===== src/rtl/fe_fetch_sequencer_pkg.sv =====
`default_nettype none
// +----------------------------------------------------------------------------+
// | Module   : fe_fetch_sequencer_pkg                                          |
// | Purpose  : Shared widths, defaults and FSM encoding for the fetch sequencer |
// | Revision : 1.0 - initial release                                           |
// +----------------------------------------------------------------------------+
package fe_fetch_sequencer_pkg;

    localparam int unsigned FE_DBITS    = 32;
    localparam int unsigned FE_INSTBITS = 32;
    localparam int unsigned FE_SQBITS   = 16;

    localparam logic [31:0] FE_RESET_PC = 32'h0000_0100;
    localparam logic [31:0] FE_NOP_INST = 32'h0000_0013;

    // Redirect bus {br_cond, pctarget} and FE latch {valid, inst, pc, pcplus, count}
    localparam int unsigned FROM_AGEX_TO_FE_WIDTH = 1 + FE_DBITS;
    localparam int unsigned FE_LATCH_WIDTH        = 1 + FE_INSTBITS + (3 * FE_DBITS);

    localparam int unsigned        FE_ST_W    = 1;
    localparam logic [FE_ST_W-1:0] FE_ST_RUN  = 1'b0;
    localparam logic [FE_ST_W-1:0] FE_ST_HOLD = 1'b1;

endpackage : fe_fetch_sequencer_pkg
`default_nettype wire


===== src/rtl/fe_fetch_sequencer_skid.sv =====
`default_nettype none
// +----------------------------------------------------------------------------+
// | Module   : fe_skid_buffer                                                  |
// | Purpose  : One-entry {pc, inst, valid} holding slot for a stalled fetch     |
// | Revision : 1.0 - initial release                                           |
// +----------------------------------------------------------------------------+
module fe_skid_buffer
    import fe_fetch_sequencer_pkg::*;
#(
    parameter int unsigned DBITS    = FE_DBITS,
    parameter int unsigned INSTBITS = FE_INSTBITS
) (
    input  logic                clk,
    input  logic                rst_n,
    input  logic                load_i,
    input  logic                unload_i,
    input  logic                clear_i,
    input  logic [DBITS-1:0]    pc_i,
    input  logic [INSTBITS-1:0] inst_i,
    output logic                valid_o,
    output logic [DBITS-1:0]    pc_o,
    output logic [INSTBITS-1:0] inst_o
);

    logic                valid_q, valid_d;
    logic [DBITS-1:0]    pc_q,    pc_d;
    logic [INSTBITS-1:0] inst_q,  inst_d;

    // Clear and unload win over load; payload is only captured on load
    always_comb begin
        valid_d = valid_q;
        pc_d    = pc_q;
        inst_d  = inst_q;
        if (clear_i || unload_i) begin
            valid_d = 1'b0;
        end else if (load_i) begin
            valid_d = 1'b1;
            pc_d    = pc_i;
            inst_d  = inst_i;
        end
    end

    always_ff @(posedge clk or negedge rst_n) begin
        if (!rst_n) begin
            valid_q <= 1'b0;
            pc_q    <= '0;
            inst_q  <= '0;
        end else begin
            valid_q <= valid_d;
            pc_q    <= pc_d;
            inst_q  <= inst_d;
        end
    end

    assign valid_o = valid_q;
    assign pc_o    = pc_q;
    assign inst_o  = inst_q;

endmodule : fe_skid_buffer
`default_nettype wire


===== src/rtl/fe_fetch_sequencer.sv =====
`default_nettype none
// +----------------------------------------------------------------------------+
// | Module   : fe_fetch_sequencer                                              |
// | Purpose  : PC owner, imem driver and FE latch with stall skid and redirect  |
// | Revision : 1.0 - initial release                                           |
// +----------------------------------------------------------------------------+
module fe_fetch_sequencer
    import fe_fetch_sequencer_pkg::*;
#(
    parameter int unsigned         DBITS    = FE_DBITS,
    parameter int unsigned         INSTBITS = FE_INSTBITS,
    parameter logic [DBITS-1:0]    RESET_PC = FE_RESET_PC,
    parameter logic [INSTBITS-1:0] NOP_INST = FE_NOP_INST,
    parameter int unsigned         SQBITS   = FE_SQBITS
) (
    input  logic                clk,
    input  logic                reset,
    input  logic                agex_br_cond,
    input  logic [DBITS-1:0]    agex_pctarget,
    input  logic                de_stall,
    output logic [DBITS-1:0]    imem_addr,
    input  logic [INSTBITS-1:0] imem_rdata,
    output logic                fe_valid,
    output logic [INSTBITS-1:0] fe_inst,
    output logic [DBITS-1:0]    fe_pc,
    output logic [DBITS-1:0]    fe_pcplus,
    output logic [DBITS-1:0]    fe_inst_count,
    output logic [SQBITS-1:0]   squash_count
);

    localparam logic [DBITS-1:0] c_PC_STEP = DBITS'(4);

    logic [FE_ST_W-1:0]  state_q, state_d;
    logic [DBITS-1:0]    pc_q, pc_d;
    logic [DBITS-1:0]    req_pc_q, req_pc_d;
    logic                req_valid_q, req_valid_d;
    logic                fe_valid_q, fe_valid_d;
    logic [INSTBITS-1:0] fe_inst_q, fe_inst_d;
    logic [DBITS-1:0]    fe_pc_q, fe_pc_d;
    logic [DBITS-1:0]    inst_count_q, inst_count_d;
    logic [SQBITS-1:0]   squash_q, squash_d;

    logic w_pc_inc, w_req_issue, w_req_drop;
    logic w_fe_from_mem, w_fe_from_skid, w_flush;
    logic w_skid_load, w_skid_unload, w_skid_clear;
    logic w_fe_load_valid;

    logic                w_skid_valid;
    logic [DBITS-1:0]    w_skid_pc;
    logic [INSTBITS-1:0] w_skid_inst;

    logic [1:0]          w_sq_inc;
    logic [SQBITS:0]     w_sq_sum;
    logic                w_unused_tgt_lsbs;

    assign w_unused_tgt_lsbs = ^agex_pctarget[1:0];

    fe_skid_buffer #(
        .DBITS    (DBITS),
        .INSTBITS (INSTBITS)
    ) u_skid (
        .clk      (clk),
        .rst_n    (reset),
        .load_i   (w_skid_load),
        .unload_i (w_skid_unload),
        .clear_i  (w_skid_clear),
        .pc_i     (req_pc_q),
        .inst_i   (imem_rdata),
        .valid_o  (w_skid_valid),
        .pc_o     (w_skid_pc),
        .inst_o   (w_skid_inst)
    );

    // ---------------- FSM: state register ----------------
    always_ff @(posedge clk or negedge reset) begin
        if (!reset) begin
            state_q <= FE_ST_RUN;
        end else begin
            state_q <= state_d;
        end
    end

    // ---------------- FSM: next state ----------------
    always_comb begin
        state_d = state_q;
        if (agex_br_cond) begin
            state_d = FE_ST_RUN;
        end else begin
            case (state_q)
                FE_ST_RUN:  if (de_stall && req_valid_q) state_d = FE_ST_HOLD;
                FE_ST_HOLD: if (!de_stall)               state_d = FE_ST_RUN;
                default:                                 state_d = FE_ST_RUN;
            endcase
        end
    end

    // ---------------- FSM: control outputs ----------------
    // Redirect beats stall beats advance.
    always_comb begin
        w_pc_inc       = 1'b0;
        w_req_issue    = 1'b0;
        w_req_drop     = 1'b0;
        w_fe_from_mem  = 1'b0;
        w_fe_from_skid = 1'b0;
        w_flush        = 1'b0;
        w_skid_load    = 1'b0;
        w_skid_unload  = 1'b0;
        w_skid_clear   = 1'b0;
        if (agex_br_cond) begin
            w_flush      = 1'b1;
            w_req_drop   = 1'b1;
            w_skid_clear = 1'b1;
        end else begin
            case (state_q)
                FE_ST_RUN: begin
                    if (!de_stall) begin
                        w_fe_from_mem = 1'b1;
                        w_pc_inc      = 1'b1;
                        w_req_issue   = 1'b1;
                    end else if (req_valid_q) begin
                        // Park the returning word; pc_q is re-presented while parked
                        w_skid_load = 1'b1;
                        w_req_drop  = 1'b1;
                    end
                end
                FE_ST_HOLD: begin
                    if (!de_stall) begin
                        w_fe_from_skid = 1'b1;
                        w_skid_unload  = 1'b1;
                        w_pc_inc       = 1'b1;
                        w_req_issue    = 1'b1;
                    end
                end
                default: ;
            endcase
        end
    end

    // ---------------- datapath next state ----------------
    always_comb begin
        pc_d = pc_q;
        if (agex_br_cond) begin
            pc_d = {agex_pctarget[DBITS-1:2], 2'b00};
        end else if (w_pc_inc) begin
            pc_d = pc_q + c_PC_STEP;
        end

        req_valid_d = req_valid_q;
        req_pc_d    = req_pc_q;
        if (w_req_issue) begin
            req_valid_d = 1'b1;
            req_pc_d    = pc_q;
        end else if (w_req_drop) begin
            req_valid_d = 1'b0;
        end
    end

    // Invalid latch contents are always padded to NOP / zero PC
    always_comb begin
        fe_valid_d = fe_valid_q;
        fe_inst_d  = fe_inst_q;
        fe_pc_d    = fe_pc_q;
        if (w_flush) begin
            fe_valid_d = 1'b0;
            fe_inst_d  = NOP_INST;
            fe_pc_d    = '0;
        end else if (w_fe_from_mem) begin
            fe_valid_d = req_valid_q;
            fe_inst_d  = req_valid_q ? imem_rdata : NOP_INST;
            fe_pc_d    = req_valid_q ? req_pc_q   : '0;
        end else if (w_fe_from_skid) begin
            fe_valid_d = 1'b1;
            fe_inst_d  = w_skid_inst;
            fe_pc_d    = w_skid_pc;
        end
    end

    assign w_fe_load_valid = (w_fe_from_mem && req_valid_q) || w_fe_from_skid;
    assign inst_count_d    = inst_count_q + {{(DBITS-1){1'b0}}, w_fe_load_valid};

    // One extra carry bit detects overflow; SQBITS must be at least 2
    assign w_sq_inc = {1'b0, fe_valid_q} + {1'b0, req_valid_q} + {1'b0, w_skid_valid};
    assign w_sq_sum = {1'b0, squash_q} + {{(SQBITS-1){1'b0}}, w_sq_inc};

    always_comb begin
        squash_d = squash_q;
        if (agex_br_cond) begin
            squash_d = w_sq_sum[SQBITS] ? '1 : w_sq_sum[SQBITS-1:0];
        end
    end

    // ---------------- datapath registers ----------------
    always_ff @(posedge clk or negedge reset) begin
        if (!reset) begin
            pc_q         <= RESET_PC;
            req_pc_q     <= '0;
            req_valid_q  <= 1'b0;
            fe_valid_q   <= 1'b0;
            fe_inst_q    <= NOP_INST;
            fe_pc_q      <= '0;
            inst_count_q <= '0;
            squash_q     <= '0;
        end else begin
            pc_q         <= pc_d;
            req_pc_q     <= req_pc_d;
            req_valid_q  <= req_valid_d;
            fe_valid_q   <= fe_valid_d;
            fe_inst_q    <= fe_inst_d;
            fe_pc_q      <= fe_pc_d;
            inst_count_q <= inst_count_d;
            squash_q     <= squash_d;
        end
    end

    assign imem_addr     = {pc_q[DBITS-1:2], 2'b00};
    assign fe_valid      = fe_valid_q;
    assign fe_inst       = fe_inst_q;
    assign fe_pc         = fe_pc_q;
    assign fe_pcplus     = fe_valid_q ? (fe_pc_q + c_PC_STEP) : '0;
    assign fe_inst_count = inst_count_q;
    assign squash_count  = squash_q;

endmodule : fe_fetch_sequencer
`default_nettype wire

===== config.mk =====
export PLATFORM = sky130hd
export DESIGN_NAME = fe_fetch_sequencer
export DESIGN_NICKNAME = d
export VERILOG_FILES = /design/src/rtl/fe_fetch_sequencer_pkg.sv /design/src/rtl/fe_fetch_sequencer_skid.sv /design/src/rtl/fe_fetch_sequencer.sv
export SDC_FILE = /design/constraint.sdc
export NUM_CORES = 1
export LEC_CHECK = 0
export BUFFER_PORTS_ARGS = -buffer_cell sky130_fd_sc_hd__buf_4
export CELL_PAD_IN_SITES_DETAIL_PLACEMENT = 0
export CELL_PAD_IN_SITES_GLOBAL_PLACEMENT = 1
export CORE_ASPECT_RATIO = 1.4
export CORE_MARGIN = 5
export CORE_UTILIZATION = 40
export CTS_BUF_LIST = sky130_fd_sc_hd__clkbuf_8
export CTS_CLUSTER_DIAMETER = 60
export DETAILED_ROUTE_END_ITERATION = 7
export MAX_ROUTING_LAYER = met4
export PLACE_DENSITY = 0.83
export REMOVE_ABC_BUFFERS = 1
export SLEW_MARGIN = 20
export SYNTH_ARGS = -nofsm -noshare
export SYNTH_HDL_FRONTEND = slang
export SYNTH_SLANG_ARGS = --single-unit

===== constraint.sdc =====
create_clock -name clk -period 2.96 [get_ports clk]
set_input_delay 0 -clock clk [delete_from_list [all_inputs] [get_ports clk]]
set_output_delay 0 -clock clk [all_outputs]
set_load 0.05 [all_outputs]

# [Yosys cells after proc, flatten, opt, wreduce, memory -nomap -nowiden]
# Index checks and enable logic that the tools add are counted.
[totals] out_inout_bits=177 ff_bits=244 wordCells=64
[classes] add_sub_neg=6 n_bitwise=2 n_reduce_logical=9 n_mux=35
[ops] operator="$mux 32" n=11
[ops] operator="$add 32x3->32 const B" n=2
[ops] operator="$add 32x1->32" n=1
[ops] operator="$mux 1" n=22
[ops] operator="$add 16x2->17" n=1
[ops] operator="$mux 16" n=1
[ops] operator="$reduce_bool 2->1" n=3
[ops] operator="$reduce_bool 3->1" n=1
[ops] operator="$add 1x1->2" n=1
[ops] operator="$add 2x1->2" n=1
[ops] operator="$logic_and 1x1->1" n=2
[ops] operator="$logic_or 1x1->1" n=2
[ops] operator="$not 1->1" n=2
[ops] operator="$pmux 1 s2" n=1
[ops] operator="$reduce_and 2->1" n=1

# [Depth between registers and ports, before layout]
[depth] ltp_word=6 depth_mapped=9 mapped_depth_nobuf=8

# [By module]
# From an unflattened synthesis, not the netlist that was laid out.
[hier_totals] cells_unflattened=1028 area_unflattened_um2=11404.7
[modules_own_cells] module="fe_fetch_sequencer" cells_per_inst=889 n_inst=1 seq_area_each_um2=4384.2 area_per_inst_um2=8679.6
[modules_own_cells] module="fe_skid_buffer" cells_per_inst=139 n_inst=1 seq_area_each_um2=1626.6 area_per_inst_um2=2725.1

# [Least setup slack after synthesis]
# OpenSTA, ideal clock, no wires.
[synth_path] kind="register to register" start="register fe_valid_q (netlist: fe_valid)" end="register squash_q[14] (netlist: squash_count[14])" arrival_time_ns=2.551 required_time_ns=2.835 n_path_buf=0 synth_period_minus_slack_ns=2.676 path_slack_ns=0.284 path_stages_with_launch=8 path_cell_list="dfrtp_1 -> fa_1 -> ha_1 -> fa_1 -> nand2_1 -> nor4_2 -> nand4_1 -> mux2_2"
[synth_between] elab_chain_cells=4
[synth_rtl] element="from (decl)" line_no="fe_fetch_sequencer.sv:37" rtl="logic fe_valid_q, fe_valid_d;"
[synth_rtl] element="from (signal assigned)" line_no="fe_fetch_sequencer.sv:207" rtl="fe_valid_q <= fe_valid_d;"
[synth_rtl] element="$add 1x1->2" line_no="fe_fetch_sequencer.sv:182" rtl="assign w_sq_inc = {1'b0, fe_valid_q} + {1'b0, req_valid_q} + {1'b0, w_skid_valid};"
[synth_rtl] element="$add 2x1->2" line_no="fe_fetch_sequencer.sv:182"
[synth_rtl] element="$add 16x2->17" line_no="fe_fetch_sequencer.sv:183" rtl="assign w_sq_sum = {1'b0, squash_q} + {{(SQBITS-1){1'b0}}, w_sq_inc};"
[synth_rtl] element="$mux 16" line_no="fe_fetch_sequencer.sv:188" rtl="squash_d = w_sq_sum[SQBITS] ? '1 : w_sq_sum[SQBITS-1:0];"
[synth_rtl] element="to (signal assigned)" line_no="fe_fetch_sequencer.sv:211" rtl="squash_q <= squash_d;"
[synth_rtl] element="to (decl)" line_no="fe_fetch_sequencer.sv:41" rtl="logic [SQBITS-1:0] squash_q, squash_d;"
# No other way between the ends.
# A chain may end at the register's enable or synchronous reset.

# [Worst setup path after layout]
[layout_path] start="register fe_pc_q[9] (netlist: fe_pc[9])" end="output port fe_pcplus[31]"
[layout_between] elab_chain_cells=2
[layout_rtl] element="from (decl)" line_no="fe_fetch_sequencer.sv:39" rtl="logic [DBITS-1:0] fe_pc_q, fe_pc_d;"
[layout_rtl] element="from (signal assigned)" line_no="fe_fetch_sequencer.sv:209" rtl="fe_pc_q <= fe_pc_d;"
[layout_rtl] element="$add 32x3->32" line_no="fe_fetch_sequencer.sv:219" rtl="assign fe_pcplus = fe_valid_q ? (fe_pc_q + c_PC_STEP) : '0;"
[layout_rtl] element="$mux 32" line_no="fe_fetch_sequencer.sv:219"
[layout_rtl] element="to (decl)" line_no="fe_fetch_sequencer.sv:26" rtl="output logic [DBITS-1:0] fe_pcplus,"
# No other way between the ends.

==> out/qor.txt <==
Fin nets -> 1432
CP Buf/Inv Count -> 1
CTS tree -> yes
Die width -> 151.6 µm
Worst reg2reg setup slack -> 0.36 ns
Worst Hold Class -> primary input to async pin
Crit-path cells -> nand3_1, nor4_4, nand4_1, xnor2_1, and2_1, buf_4
CTS sink count -> 237
WP data arrival -> 2.71 ns
Vias in the first global route -> 9076
Worst-path clk slew -> 0.06 ns
Synthesized netlist cell count -> 1053
Leak -> 0.006867 µW
Layout cell share with drive strength beyond 1 -> 0.3244
Mean Syn Cell Area -> 10.66 µm²
RSZ-0062 raised after global routing -> false
Maximum root-to-sink buffer count -> 3
Power Total -> 8871 µW
Post-Synthesis Cell Area -> 0.01122 mm²
Initial DRT Pass Iterations -> 4
Max Freq -> 0.3686 GHz
IO Pins -> 245
Final Max Tran Viols -> 0
DR vias/cell -> 5.071
First-pass GRT wire length -> 48800 µm
Adder-cell share of the synthesized area -> 0.01026
Row cnt -> 72
FF+latch count, synth -> 237
Total congestion overflow -> 0
Area contributors post-synth -> dfrtp_1 52%, mux2_2 9.7%, xnor2_1 4.9%, nor2_1 4.5%, a22oi_1 3.9%
Final ANT Viol Nets -> 0
Worst reg-to-reg path cell count -> 8
Avg WL per Cell -> 17.25 µm
Synth unique cells -> 47
Final wirelength -> 30260 µm
Max Cap Viol -> 0
Gpl congestion -> 0.7913
Root buf cell -> clkbuf_8
Crit-path leading delay family -> simple AND/OR/NAND/NOR gates
Post-DP HPWL -> 20930 µm
Final setup vio count -> 0
Place WS -> 0.3762 ns
Status -> completed
Utilization after layout -> 0.5398
Worst Tran Pin Value -> 0.7898 ns
Crit end category -> output pin
Async S/R FF share, synth -> 1.000
Die area -> 0.03156 mm²
Routed vias -> 8894
CP Class -> flop to output pin
Critical Path Start Type -> flop
Initial Utilization -> 0.4059
Core area -> 0.02766 mm²
Synth warnings -> 0
Mux share of post-synthesis cell area -> 0.1009
Worst setup margin -> 0.2468 ns
CP peak stage delay -> 0.64 ns
1st-iter DRT viols -> 424
EDFF count, synth -> 0
Ys flop type -> dfrtp_1
Post-synthesis xor/xnor area fraction -> 0.07335
Seq/Total Area, Yosys -> 0.5288
CTS Buf Count -> 38
Tcrit/Tclk final -> 0.9166
Main combinational cell family by area after synthesis -> simple AND/OR/NAND/NOR gates
Max H-tree Level -> 2
Clock Skews -> 0.01919 ns
Total track usage -> 0.1979
Reg2reg end -> squash_count[11]
Post-synthesis simple-gate area fraction -> 0.1740
DIE HEIGHT -> 208.2 µm
Largest net degree at the start of global routing -> 92
Synth cell count leaders -> 233 x dfrtp_1, 135 x nor2_1, 97 x mux2_2, 80 x nand2_1, 66 x a21oi_1
Port buffer count -> 240
Crit path max fanout -> 9
Max VDD drop -> 292.1 µV
Post-synth top area cell -> dfrtp_1
Pwr per Cell Area -> 594.2 mW/mm²
Minimum clock period -> 2.713 ns
Post_cts resized -> 0
Crit-path slowest cell -> nor4_4
Final Hold Vio Count -> 0
Antenna violations before repair -> 0
Relative slew slack -> 0.4735
Top cell type's share of synthesized area -> 0.5195
DRC violations left -> 0
Cell with the most instances after synthesis -> dfrtp_1
Reg2reg start -> fe_valid
CP required -> 2.96 ns
Post-synthesis compound-gate area fraction -> 0.08628
Diode count -> 0
Clk Latency, worst-skew pair -> 0.54 ns
Area grow syn2layout -> 33.00%
## cell type report
class	instances	area, µm²
Multi-Input combinational cell	750	5017
Fill cell	2432	12730
Clock buffer	52	715.7
Sequential cell	237	5937
Timing Repair Buffer	327	2663
Tap cell	370	462.9
Clock inverter	16	125.1
Inverter	2	7.507
## stage by stage
| stage | cells | cell area [µm²] | TNS, ns | hold WS [ns] |
|---|---|---|---|---|
| floorplan | 989 | 10940 | -265.60 | -0.2956 |
| global placement | 1619 | 13420 | 0 | 0.05959 |
| detailed placement | 1619 | 13420 | 0 | 0.06658 |
| CTS | 1752 | 14910 | 0 | 0.07318 |
| global route | 1754 | 14930 | 0 | 0.09833 |
| finish | 1754 | 14930 | 0 | 0.05816 |
## power by group
group	leakage, µW	total (µW)	switching (µW)	internal, µW
clock	0.000462	3030	1290	1740
combinational	0.00336	1740	1010	736
sequential	0.00305	4100	391	3700
## logic make-up after synthesis
group | count (synthesis)
xor+xnor | 94
simple gates | 384
mux | 101
other cells | 1
buf+inv | 67
compound gates | 161
fa+ha+maj | 8
flops | 237
## cell usage in the layout (no fill, tap or decap), types with 3 or more instances in the layout
cell / count
nand3_1: 42
and2_1: 36
a22oi_1: 59
buf_4: 258
dlygate4sd3_1: 65
dfstp_2: 4
mux2i_1: 4
nor2_1: 134
o21ai_0: 25
clkinv_2: 7
nor3_1: 8
nand2_1: 80
and3_1: 14
nand4_1: 24
buf_12: 3
mux2_2: 97
xnor2_1: 63
nand3_2: 3
clkbuf_8: 52
a21oi_1: 66
and4_1: 9
nor2b_1: 3
nor3_2: 4
nor4_1: 5
dfrtp_1: 232
xor2_1: 31
o21ai_1: 6
nor4_2: 3
inv_1: 8
ha_1: 6
## how the worst max path moves through the flow
stage / cells past startpoint / slack (ns) / start / endpoint
after detailed placement: 8 / 0.38 / fe_valid / squash_count[15]
after global routing: 6 / 0.03 / fe_pc[4] / fe_pcplus[31]
final: 6 / 0.25 / fe_pc[9] / fe_pcplus[31]
after floorplan: 3 / -3.62 / state_q / u_skid.inst_o[0]
after global placement: 8 / 0.43 / fe_valid / squash_count[15]
after CTS: 7 / 0.01 / fe_pc[2] / fe_pcplus[18]
## repair_timing
action,4_1_cts,5_1_grt
endpoints found under the setup margin,0,8
hold buffers,65,0
setup buffers,0,2
endpoints found under the hold margin,311,0
## sequential cells by signal (all words and copies together) (netlist names)
| register | flops |
|---|---|
| fe_inst | 32 |
| fe_inst_count | 32 |
| u_skid.inst_o | 32 |
| fe_pc | 31 |
| pc_q | 30 |
| req_pc_q | 30 |
| u_skid.pc_o | 30 |
| squash_count | 16 |
| fe_valid | 1 |
| req_valid_q | 1 |
| state_q | 1 |
| u_skid.valid_o | 1 |
## metal layers
metal | wire (µm) | track usage | vias to the layer above
met5 | 0 | - | -
met4 | 807 | 0.06109 | 0
met3 | 1327 | 0.03113 | 55
met2 | 15940 | 0.3443 | 219
met1 | 12190 | 0.2338 | 4343
li1 | - | - | 4277
Power figures use the tool's default switching activity.
